## src/rtl/cpu_pkg.sv

```systemverilog
// Shared constants for the multicycle CPU memory path: arbiter state
// encodings, requester identifiers and default bus widths.
package cpu_pkg;

   localparam int unsigned DEF_ADDR_W = 16;
   localparam int unsigned DEF_DATA_W = 16;

   localparam logic [2:0] ARB_IDLE     = 3'd0;
   localparam logic [2:0] ARB_RD_ISSUE = 3'd1;
   localparam logic [2:0] ARB_RD_CAPT  = 3'd2;
   localparam logic [2:0] ARB_WR_ISSUE = 3'd3;
   localparam logic [2:0] ARB_DONE     = 3'd4;

   localparam logic OWN_FETCH = 1'b0;
   localparam logic OWN_DATA  = 1'b1;

endpackage

```

## src/rtl/mem_arbiter_rr_pick2.sv

```systemverilog
// Two-way round-robin selector. Bit OWN_FETCH is the fetch unit, bit
// OWN_DATA the data unit. On a tie the requester that was not granted
// last wins. Purely combinational; the caller holds last_grant.
module rr_pick2
   import cpu_pkg::*;
(
   input  logic [1:0] req,
   input  logic       last_grant,
   output logic [1:0] grant
);

   // One-hot grant from the request pair and the previous owner
   always_comb begin
      grant = 2'b00;
      unique case (req)
         2'b01:   grant = 2'b01;
         2'b10:   grant = 2'b10;
         2'b11:   grant = (last_grant == OWN_DATA) ? 2'b01 : 2'b10;
         default: grant = 2'b00;
      endcase
   end

endmodule

```

## src/rtl/mem_arbiter.sv

```systemverilog
// Memory arbiter between the instruction-fetch unit (read-only) and the
// data/stack unit (read/write) sharing one registered single-port memory.
// Every output is registered, so requests never reach the strobes
// combinationally.
module mem_arbiter
   import cpu_pkg::*;
#(
   parameter int unsigned ADDR_W = DEF_ADDR_W,
   parameter int unsigned DATA_W = DEF_DATA_W
) (
   input  logic              clk,
   input  logic              reset,
   input  logic              f_req,
   input  logic [ADDR_W-1:0] f_addr,
   output logic              f_done,
   output logic [DATA_W-1:0] f_rdata,
   input  logic              d_req,
   input  logic              d_we,
   input  logic [ADDR_W-1:0] d_addr,
   input  logic [DATA_W-1:0] d_wdata,
   output logic              d_done,
   output logic [DATA_W-1:0] d_rdata,
   output logic [ADDR_W-1:0] mem_abus,
   output logic [DATA_W-1:0] mem_dout,
   input  logic [DATA_W-1:0] mem_din,
   output logic              memrd,
   output logic              memwr,
   output logic              busy
);

   logic [2:0]        state_q, state_d;
   logic              owner_q, owner_d;
   logic              last_grant_q, last_grant_d;
   logic [1:0]        grant;
   logic [ADDR_W-1:0] abus_d;
   logic [DATA_W-1:0] dout_d;
   logic [DATA_W-1:0] f_rdata_d, d_rdata_d;
   logic              memrd_d, memwr_d;
   logic              f_done_d, d_done_d;
   logic              busy_d;

   rr_pick2 u_pick (
      .req        ({d_req, f_req}),
      .last_grant (last_grant_q),
      .grant      (grant)
   );

   // Next-state and next-output decode; strobes and done pulses default low
   always_comb begin
      state_d      = state_q;
      owner_d      = owner_q;
      last_grant_d = last_grant_q;
      abus_d       = mem_abus;
      dout_d       = mem_dout;
      f_rdata_d    = f_rdata;
      d_rdata_d    = d_rdata;
      memrd_d      = 1'b0;
      memwr_d      = 1'b0;
      f_done_d     = 1'b0;
      d_done_d     = 1'b0;
      unique case (state_q)
         ARB_IDLE: begin
            if (grant[OWN_DATA]) begin
               owner_d      = OWN_DATA;
               last_grant_d = OWN_DATA;
               abus_d       = d_addr;
               if (d_we) begin
                  dout_d  = d_wdata;
                  memwr_d = 1'b1;
                  state_d = ARB_WR_ISSUE;
               end else begin
                  memrd_d = 1'b1;
                  state_d = ARB_RD_ISSUE;
               end
            end else if (grant[OWN_FETCH]) begin
               owner_d      = OWN_FETCH;
               last_grant_d = OWN_FETCH;
               abus_d       = f_addr;
               memrd_d      = 1'b1;
               state_d      = ARB_RD_ISSUE;
            end
         end
         // Memory samples memrd on the edge leaving this state
         ARB_RD_ISSUE: state_d = ARB_RD_CAPT;
         ARB_RD_CAPT: begin
            if (owner_q == OWN_DATA) begin
               d_rdata_d = mem_din;
               d_done_d  = 1'b1;
            end else begin
               f_rdata_d = mem_din;
               f_done_d  = 1'b1;
            end
            state_d = ARB_DONE;
         end
         ARB_WR_ISSUE: begin
            d_done_d = 1'b1;
            state_d  = ARB_DONE;
         end
         // Turnaround cycle so a finished requester can drop req
         ARB_DONE: state_d = ARB_IDLE;
         default:  state_d = ARB_IDLE;
      endcase
      busy_d = (state_d != ARB_IDLE);
   end

   // State and registered outputs; synchronous reset aborts any transaction
   always_ff @(posedge clk) begin
      if (reset) begin
         state_q      <= ARB_IDLE;
         owner_q      <= OWN_FETCH;
         last_grant_q <= OWN_DATA;
         mem_abus     <= '0;
         mem_dout     <= '0;
         f_rdata      <= '0;
         d_rdata      <= '0;
         memrd        <= 1'b0;
         memwr        <= 1'b0;
         f_done       <= 1'b0;
         d_done       <= 1'b0;
         busy         <= 1'b0;
      end else begin
         state_q      <= state_d;
         owner_q      <= owner_d;
         last_grant_q <= last_grant_d;
         mem_abus     <= abus_d;
         mem_dout     <= dout_d;
         f_rdata      <= f_rdata_d;
         d_rdata      <= d_rdata_d;
         memrd        <= memrd_d;
         memwr        <= memwr_d;
         f_done       <= f_done_d;
         d_done       <= d_done_d;
         busy         <= busy_d;
      end
   end

endmodule

```

## config.mk

```make
export PLATFORM = sky130hd
export DESIGN_NAME = mem_arbiter
export DESIGN_NICKNAME = d
export VERILOG_FILES = /design/src/rtl/cpu_pkg.sv /design/src/rtl/mem_arbiter_rr_pick2.sv /design/src/rtl/mem_arbiter.sv
export SDC_FILE = /design/constraint.sdc
export NUM_CORES = 1
export LEC_CHECK = 0
export BUFFER_PORTS_ARGS = -buffer_cell sky130_fd_sc_hd__clkbuf_2
export CAP_MARGIN = 25
export CORE_MARGIN = 10
export CORE_UTILIZATION = 50
export DETAILED_ROUTE_END_ITERATION = 12
export PLACE_DENSITY_LB_ADDON = 0.1
export SLEW_MARGIN = 5
export SYNTH_ARGS = -nofsm -noshare
export SYNTH_HDL_FRONTEND = slang
export SYNTH_SLANG_ARGS = --single-unit
```

## constraint.sdc

```tcl
create_clock -name clk -period 2.55 [get_ports clk]
set_input_delay 0.51 -clock clk [delete_from_list [all_inputs] [get_ports clk]]
set_output_delay 0.51 -clock clk [all_outputs]
set_load 0.01 [all_outputs]
```

==> results of run 1 <==
-- critical path, cell delays in order, from the launching register on --
cell	delay, ps
dfxtp_1	420
or3_1	690
buf_4	320
o31ai_1	270
a21oi_1	110
-- layout by cell type (no fill, tap or decap) --
| cell type | instances |
|---|---|
| nand4bb_1 | 1 |
| nor3_1 | 17 |
| clkbuf_8 | 9 |
| nor3_2 | 1 |
| inv_1 | 17 |
| a21bo_2 | 1 |
| nand2_1 | 64 |
| nor4_1 | 4 |
| and3_1 | 1 |
| a221oi_1 | 16 |
| o21a_1 | 1 |
| clkinv_1 | 1 |
| a22oi_1 | 1 |
| nand4_1 | 16 |
| o21ai_2 | 1 |
| clkinv_2 | 1 |
| buf_4 | 3 |
| nor4b_4 | 1 |
| dfxtp_1 | 74 |
| or3_1 | 1 |
| a21oi_1 | 50 |
| and4bb_2 | 1 |
| clkbuf_1 | 3 |
| nand2b_1 | 17 |
| a211o_1 | 1 |
| nor2_1 | 3 |
| or4b_1 | 2 |
| a21boi_2 | 1 |
| clkbuf_2 | 137 |
| o31ai_2 | 1 |
| nor3b_1 | 1 |
| o31ai_1 | 15 |
-- flip-flops by register name, indices dropped and copies added, names as in the netlist --
register      cells
d_rdata          16
f_rdata          16
mem_abus         16
mem_dout         16
state_q           3
busy              1
d_done            1
f_done            1
last_grant_q      1
memrd             1
memwr             1
owner_q           1
-- layer usage --
| layer | vias to the layer above | track usage | routed length, µm |
|---|---|---|---|
| met4 | 0 | 0.0548 | 133 |
| met2 | 108 | 0.269 | 3880 |
| met1 | 1308 | 0.215 | 3730 |
| li1 | 1435 | - | - |
| met5 | - | 0 | 0 |
| met3 | 12 | 0.0818 | 836 |
-- cell families after synthesis --
kind of cell,share of synthesized area
buffers and inverters,0.0890
AND/OR/NAND/NOR,0.223
flip-flops,0.497
AO/OA/AOI/OAI,0.191
-- layout make-up --
| cell class | instances | area [µm²] |
|---|---|---|
| fillers | 511 | 2120 |
| flip-flops and latches | 74 | 1480 |
| multi-input cells | 218 | 1230 |
| repair buffers | 140 | 708 |
| clock buffers | 12 | 135 |
| well taps | 75 | 93.8 |
| inverters | 18 | 67.6 |
| clock inverters | 1 | 5.00 |
-- worst max-delay path by stage --
stage	endpoint	depth (start not counted)	slack, ps
after floorplan	mem_dout[10]$_SDFFE_PP0P_	5	1030
after global placement	mem_dout[0]$_SDFFE_PP0P_	4	610
after detailed placement	mem_dout[7]$_SDFFE_PP0P_	4	560
after CTS	mem_dout[7]$_SDFFE_PP0P_	4	580
after global routing	mem_abus[15]$_SDFFE_PP0P_	4	420
final	mem_dout[7]$_SDFFE_PP0P_	4	580
-- per-stage QoR --
step	worst slack, ps	area (µm²)	instances	util
floorplan	1030	2980	344	-
global placement	611	3590	525	0.613
detailed placement	559	3590	525	0.613
CTS	585	3730	538	0.637
global route	416	3730	538	0.637
finish	585	3730	538	0.637
-- report_power, final --
group | leakage (nW) | internal, W | switching, W | total [W]
Sequential | 0.604 | 0.00124 | 0.0000571 | 0.00130
Combinational | 0.962 | 0.000177 | 0.000269 | 0.000446
Clock | 0.0722 | 0.000337 | 0.000378 | 0.000715
Total | 1.64 | 0.00176 | 0.000704 | 0.00246
==> results_dict.tcl, run 1 <==
set metrics [dict create \
    status "finished clean" \
    synth.top_cell.area_share 0.497 \
    power.total_w 0.00246 \
    holdPathEnd "d_rdata[3]$_SDFFE_PP0P_" \
    leakage_nw 1.64 \
    irDropWorstVdd_uv 396 \
    grt_pass1_vias 2925 \
    fp.dieW_um 97.2 \
    gr-total-overflow 0 \
    synth.distinct_cells 34 \
    tns_ps 0 \
    hp-start "mem_din[3]" \
    cts-buffers-inserted 9 \
    vias 2863 \
    worstSetupPathType "reg -> reg" \
    core_um2 5850 \
    hold_viol 0 \
    ys_warn_count 0 \
    die_area_um2 9450 \
    required_ps 2730 \
    ys_seq_area_frac 0.497 \
    synthTopCellsByArea "dfxtp_1, a21oi_1, nand2_1, a221oi_1, o31ai_1" \
    wl_per_cell_um 15.9 \
    synth_most_common_cell "dfxtp_1" \
    htreeDepth 3 \
    cts_setup_buffers 0 \
    area_growth_pct 25.0 \
    clockBufferDepth 2 \
    r2r_start "state_q[0]$_SDFF_PP0_" \
    fin_crit_sh 0.771 \
    grt_max_degree 72 \
    rows 28 \
    drt_iter0_markers 146 \
    routed_wl_um 8580 \
    drc 0 \
    ctsHoldBuffers 0 \
    vias_per_cell 5.32 \
    hold_slack_ps 410 \
    hpwl_um 6090 \
    whs_path_depth 3 \
    netlist_instances 344 \
    place_congestion 0.818 \
    regToRegEndpoint "mem_dout[7]$_SDFFE_PP0P_" \
    finClkSkew_ps 6.35 \
    maxSlewViolCount 0 \
    grtUsageTotal 0.176 \
    synth_edf_count 0 \
    period_minus_slack_ps 1970 \
    ys_top_cells_by_count "dfxtp_1, nand2_1, a21oi_1" \
    clk_pin_slew_ps 70 \
    grt_pass1_wl_um 14200 \
    setup_viol 0 \
    avgSynthCellArea_um2 8.67 \
    hold_path_class "in -> reg" \
    port_buffers 137 \
    dieHeight_um 97.2 \
    reg2reg_slack_ps 580 \
    final_antenna_net_count 0 \
    yosysTopAreaCell "dfxtp_1" \
    drive_gt1_frac 0.339 \
    synthFlopType "dfxtp_1" \
    startpoint "state_q[0]$_SDFF_PP0_" \
    antenna_found_initial 0 \
    p_per_area_nw_per_um2 660 \
    io_pins 138 \
    root_buffer "clkbuf_8" \
    async_reset_ff_frac 0 \
    cts-resized-gates 0 \
    first_pass_iters 4 \
    grt_setup_unrepaired "no" \
    cp_max_fo 18 \
    maxCapViolCount 0 \
    n_antenna_cell 0 \
    fin_nets 530 \
    cp-end-kind "register" \
    synthesis.area_um2 2980 \
    initial_utilization 0.510 \
    worst_pin_slew_ps 808 \
    reg2reg_depth 4 \
    synth_nets 413 \
    clkLatencyLatePin_ps 330 \
    cts_tree "built" \
    cp-start-kind "register" \
    cts.sinks 74 \
    fmax_ghz 0.509 \
    synth.ff_latch_count 74 \
    critical_path_arrival_ps 2150 \
    relSlewSlack 0.459 \
]
No activity file was read; power rests on OpenSTA's default activity.
==> run 2, diff against run 1 <==
--- a/config.mk
+++ b/config.mk
@@ -5,10 +5,11 @@
 export SDC_FILE = /design/constraint.sdc
 export NUM_CORES = 1
 export LEC_CHECK = 0
+export ABC_AREA = 1
 export BUFFER_PORTS_ARGS = -buffer_cell sky130_fd_sc_hd__clkbuf_2
 export CAP_MARGIN = 25
 export CORE_MARGIN = 10
-export CORE_UTILIZATION = 50
+export CORE_UTILIZATION = 47
 export DETAILED_ROUTE_END_ITERATION = 12
 export PLACE_DENSITY_LB_ADDON = 0.1
 export SLEW_MARGIN = 5
==> constraint.sdc (replaced) <==
create_clock -name clk -period 2 [get_ports clk]
set_input_delay 0.4 -clock clk [delete_from_list [all_inputs] [get_ports clk]]
set_output_delay 0.4 -clock clk [all_outputs]
set_load 0.01 [all_outputs]
==> run 2 against run 1 <==
Non-clock buffer count is 3 higher. First-iteration DRC count decreased by 46%. Clock skew grew 4.0 ps. Register-to-register slack improved by 30 ps. Flip-flop and latch count unchanged. Power up 43%. Critical path type unchanged. Critical endpoint is now mem_abus[14]$_SDFFE_PP0P_. Largest cell class unchanged. Highest routed layer unchanged.
==> results_dict.tcl, run 2 <==
set metrics [dict create \
    cp_max_fo 17 \
    die_area_um2 10300 \
    worstSetupPathType "reg -> reg" \
    place_inst 653 \
    hold_viol 0 \
    synthFlopType "dfxtp_1" \
    ys_seq_area_frac 0.473 \
    relSlewSlack 0.688 \
    yosysTopAreaCell "dfxtp_1" \
    routed_wl_um 8100 \
    n_antenna_cell 0 \
    grt_setup_unrepaired "no" \
    drt_iter0_markers 79 \
    core_um2 6420 \
    clkLatencyLatePin_ps 340 \
    final_antenna_net_count 0 \
    cts.sinks 74 \
    cts-buffers-inserted 9 \
    initial_utilization 0.488 \
    whs_path_depth 2 \
    synth.top_cell.area_share 0.473 \
    ctsHoldBuffers 0 \
    synth_nets 522 \
    drc 0 \
    area_growth_pct 28.3 \
    grt_pass1_vias 2811 \
    drive_gt1_frac 0.301 \
    cts_tree "built" \
    synth_compound_area_frac 0.0607 \
    synth_simple_gate_area_share 0.350 \
    multi_input_area_um2 1290 \
    mostFrequentLayoutCells "nor2_1, clkbuf_2, nand2_1" \
    setup_viol 0 \
    ys_top_cells_by_count "nor2_1, nand2_1, dfxtp_1, inv_1, o21ai_0" \
    synth.distinct_cells 20 \
    vias_per_cell 4.49 \
    maxSlewViolCount 0 \
    maxCapViolCount 0 \
    grtUsageTotal 0.153 \
    htreeDepth 3 \
    dieHeight_um 102 \
    fp.dieW_um 102 \
    vias 3005 \
    leakage_nw 2.18 \
    fin_crit_sh 0.691 \
    rows 29 \
    hold_path_class "in -> reg" \
    fmax_ghz 0.723 \
    irDropWorstVdd_uv 360 \
    synthTopCellsByArea "dfxtp_1, nor2_1, nand2_1, inv_1, o21ai_0" \
    reg2reg_depth 6 \
    wl_met1_um 3370 \
    cp-start-kind "register" \
    period_minus_slack_ps 1380 \
    netlist_instances 453 \
    r2r_start "state_q[2]$_SDFF_PP0_" \
    pre_cts_slack_ps 526 \
    antenna_found_initial 0 \
    fill_cells 648 \
    io_pins 138 \
    route.met2.wl_um 3890 \
    reg2reg_slack_ps 620 \
    hpwl_um 6220 \
    status "finished clean" \
    utilization 0.626 \
    port_buffers 137 \
    tns_ps 0 \
    cts_setup_buffers 0 \
    synth.mux.area_fraction 0 \
    async_reset_ff_frac 0 \
    clk_pin_slew_ps 70 \
    wl_met3_um 748 \
    final_common_cell "nor2_1" \
    first_pass_iters 4 \
    grt_pass1_wl_um 12900 \
    layout.cells.non_filler 669 \
    cts-resized-gates 0 \
    yosys.area_share.adder 0 \
    hold_slack_ps 284 \
    synthXorXnorAreaFrac 0 \
    worst_slack_ps 617 \
    grt_max_degree 33 \
    worst_pin_slew_ps 467 \
    synth_most_common_cell "nor2_1" \
    avgSynthCellArea_um2 6.92 \
    area.sequential_um2 1480 \
    finClkSkew_ps 10.4 \
    synth.ff_latch_count 74 \
    place_congestion 0.820 \
    top_layer "met4" \
    p_per_area_nw_per_um2 877 \
    fin_nets 656 \
    regToRegEndpoint "mem_abus[14]$_SDFFE_PP0P_" \
    cp-end-kind "register" \
    holdPathEnd "memrd$_SDFF_PP0_" \
    synthesis.area_um2 3130 \
    hp-start "d_we" \
    gr-total-overflow 0 \
    clockBufferDepth 2 \
    critical_path_arrival_ps 1610 \
    wl_per_cell_um 12.1 \
    required_ps 2230 \
    ys_warn_count 0 \
    synth_edf_count 0 \
    synth_top_family_by_area "simple AND/OR/NAND/NOR gates" \
    root_buffer "clkbuf_8" \
]
run 2: cell types whose count changed after synthesis, sizes merged, moves of 22 or more:
cell,delta
a21oi,-47
nand2,+25
inv,+42
nand3,+22
nor2,+150
o21ai,+31
run 2: stage by stage:
step                      total power [W]  instance area [µm²]
after floorplan                   0.00216                 3130
after global placement            0.00239                 3820
after global routing              0.00375                 4020
after detailed placement          0.00240                 3820
final                             0.00352                 4020
after CTS                         0.00356                 4020
run 2: cell type report:
class | instances | area share
well taps | 77 | 0.0240
clock buffers | 11 | 0.0377
clock inverters | 5 | 0.0131
multi-input cells | 300 | 0.320
repair buffers | 143 | 0.182
inverters | 59 | 0.0551
flip-flops and latches | 74 | 0.369
run 2: how the worst max path moves through the flow:
stage                     startpoint                   endpoint  slack, ps  depth (start not counted)
3_5_place_dp                   reset   f_rdata[10]$_SDFFE_PP0P_        530                          5
4_1_cts        state_q[2]$_SDFF_PP0_  mem_abus[14]$_SDFFE_PP0P_        600                          6
6_report       state_q[2]$_SDFF_PP0_  mem_abus[14]$_SDFFE_PP0P_        620                          6
5_1_grt        state_q[2]$_SDFF_PP0_  mem_abus[14]$_SDFFE_PP0P_        450                          6
2_1_floorplan                  d_req       owner_q$_SDFFE_PP0P_        790                          6
3_3_place_gp                   reset   d_rdata[11]$_SDFFE_PP0P_        560                          5
run 2: power breakdown:
part	switching, W	internal, W
Clock	0.000528	0.000638
Combinational	0.000419	0.000275
Sequential	0.0000668	0.00160
run 2: cell families after synthesis:
family,after synthesis
AOI/OAI and AO/OA,35
buffers and inverters,79
DFF,74
and+or+nand+nor,265
run 2: critical path, cell delays in order, from the launching register on:
cell     delay [ps]
dfxtp_1         360
nor2_4          170
nand2_2         120
nor2_4          350
nand2_1          90
nor2_1          130
nor2_1           50
run 2: layer usage:
metal / global-route usage / up-vias
met1: 0.177 / 1281
met2: 0.253 / 97
met5: 0 / -
met3: 0.0579 / 10
met4: 0.0594 / 0
li1: - / 1617
==> run 3, diff against run 2 <==
--- a/config.mk
+++ b/config.mk
@@ -5,11 +5,11 @@
 export SDC_FILE = /design/constraint.sdc
 export NUM_CORES = 1
 export LEC_CHECK = 0
-export ABC_AREA = 1
+export ABC_AREA = 0
 export BUFFER_PORTS_ARGS = -buffer_cell sky130_fd_sc_hd__clkbuf_2
 export CAP_MARGIN = 25
 export CORE_MARGIN = 10
-export CORE_UTILIZATION = 47
+export CORE_UTILIZATION = 42
 export DETAILED_ROUTE_END_ITERATION = 12
 export PLACE_DENSITY_LB_ADDON = 0.1
 export SLEW_MARGIN = 5
==> constraint.sdc (replaced) <==
create_clock -name clk -period 1.22 [get_ports clk]
set_input_delay 0.244 -clock clk [delete_from_list [all_inputs] [get_ports clk]]
set_output_delay 0.244 -clock clk [all_outputs]
set_load 0.01 [all_outputs]
==> run 3 against run 2 <==
The run now ends with setup timing left. Wire length rose by 14%. Global-route usage rose by 0.77 points. Die area rose by 5.2%. Setup slack got worse by 770 ps. Clock skew fell by 1.9 ps. Flip-flop and latch count did not move.
==> results_dict.tcl, run 3 (synthesis gave the netlist of run 1 again) <==
set metrics [dict create \
    status "complete, but fails checks" \
    violations "setup timing" \
    fin_nets 562 \
    core_um2 6830 \
    cp-end-kind "register" \
    place_congestion 0.739 \
    mostFrequentLayoutCells "clkbuf_2, dfxtp_1, nand2_1" \
    root_buffer "clkbuf_8" \
    gr-total-overflow 0 \
    die_area_um2 10900 \
    place_inst 575 \
    hold_viol 0 \
    dpl_cell_area_um2 3920 \
    p_per_area_nw_per_um2 1330 \
    vias_per_cell 5.11 \
    worst_slack_ps -157 \
    drive_gt1_frac 0.494 \
    rows 30 \
    clkPwrFrac 0.324 \
    worst_pin_slew_ps 319 \
    crit_path_max_incr_delay_ps 420 \
    grt_max_degree 30 \
    htreeDepth 3 \
    area_growth_pct 50.4 \
    maxCapViolCount 0 \
    finClkSkew_ps 8.41 \
    clk_pin_slew_ps 80 \
    drt_iter0_markers 86 \
    crit_slowest_cell "or3_4" \
    setup_viol 68 \
    grt_pass1_wl_um 14900 \
    cp-start-kind "register" \
    cts.sinks 74 \
    period_minus_slack_ps 1380 \
    clockBufferDepth 2 \
    grt_setup_unrepaired "yes" \
    initial_utilization 0.436 \
    worstSetupPathType "reg -> reg" \
    grtUsageTotal 0.161 \
    leakage_nw 1.93 \
    p_int_w 0.00425 \
    reg2reg_slack_ps -160 \
    final_common_cell "clkbuf_2" \
    wl_per_cell_um 15.6 \
    grt_pass1_vias 3126 \
    p_sw_w 0.00173 \
    irDropWorstVdd_uv 767 \
    fin_crit_sh 1.13 \
    path_cells "or3_4 -> clkbuf_16 -> o31ai_2 -> a21oi_1" \
    n_antenna_cell 0 \
    cts_tree "built" \
    first_pass_iters 4 \
    port_buffers 137 \
    relSlewSlack 0.787 \
    fp.dieW_um 104 \
    maxSlewViolCount 0 \
    cp_max_fo 12 \
    critical_path_arrival_ps 1600 \
    netSwitchingFraction 0.288 \
    vias 3035 \
    antenna_found_initial 0 \
    dieHeight_um 104 \
    hpwl_um 6690 \
    routed_wl_um 9260 \
    hold_path_class "in -> reg" \
    pwr-share-seq 0.453 \
    cts-buffers-inserted 9 \
    ctsHoldBuffers 0 \
    drc 0 \
    final_antenna_net_count 0 \
    fmax_ghz 0.726 \
    layout.cells.non_filler 594 \
    io_pins 138 \
    pwr-share-comb 0.223 \
    required_ps 1440 \
    clkLatencyLatePin_ps 330 \
    final_cell_area_um2 4490 \
]
run 3: critical path: cells and delay by family (launching register included):
family	cells	cell delay [ps]
buffers and inverters	1	200
AOI/OAI and AO/OA	2	270
and+or+nand+nor	1	420
DFF	1	380
run 3: final timing paths:
check / start / end / depth (start not counted)
hold / removal: mem_din[2] / d_rdata[2]$_SDFFE_PP0P_ / 3
setup reg to reg: state_q[0]$_SDFF_PP0_ / mem_dout[12]$_SDFFE_PP0P_ / 4
hold reg to reg: d_rdata[12]$_SDFFE_PP0P_ / d_rdata[12]$_SDFFE_PP0P_ / 2
setup / recovery: state_q[0]$_SDFF_PP0_ / mem_dout[12]$_SDFFE_PP0P_ / 4
run 3: repair_timing:
action,CTS,global route
buffers inserted,0,1
setup endpoints to repair,58,69
endpoints found under the hold margin,0,0
gates resized for setup,16,45
gates cloned,0,2
pin swaps,0,9
run 3: per-layer routing:
| metal | GRT usage | wire, µm |
|---|---|---|
| met1 | 0.189 | 3870 |
| met2 | 0.261 | 4480 |
| met3 | 0.0663 | 793 |
| met4 | 0.0517 | 114 |
| met5 | 0 | 0 |
run 3: power groups by stage:
stage	clock network [W]	registers (W)	logic (W)
2_1_floorplan	0	0.00282	0.000568
3_3_place_gp	0	0.00275	0.00111
3_5_place_dp	0	0.00275	0.00113
4_1_cts	0.00199	0.00270	0.00118
6_report	0.00194	0.00271	0.00133
5_1_grt	0.00208	0.00273	0.00146
run 3: layout make-up:
| cell class | instances | area (µm²) |
|---|---|---|
| clock inverter | 4 | 48.8 |
| clock buffer | 12 | 155 |
| inverter | 18 | 67.6 |
| fill | 614 | 2350 |
| timing repair buffer | 172 | 1060 |
| tap | 96 | 120 |
| sequential | 74 | 1490 |
| multi-input combinational | 218 | 1540 |
run 3: metrics by stage:
stage / total power [W] / setup slack [ps] / TNS [ps] / hold WS (ps) / utilization
detailed placement: 0.00388 / -175 / -6910 / 442 / 0.574
global route: 0.00627 / -213 / -10420 / 126 / 0.657
finish: 0.00598 / -157 / -6620 / 135 / 0.657
floorplan: 0.00339 / -233 / -9870 / 380 / -
global placement: 0.00387 / -159 / -5150 / 439 / 0.574
CTS: 0.00587 / -137 / -5120 / 122 / 0.614
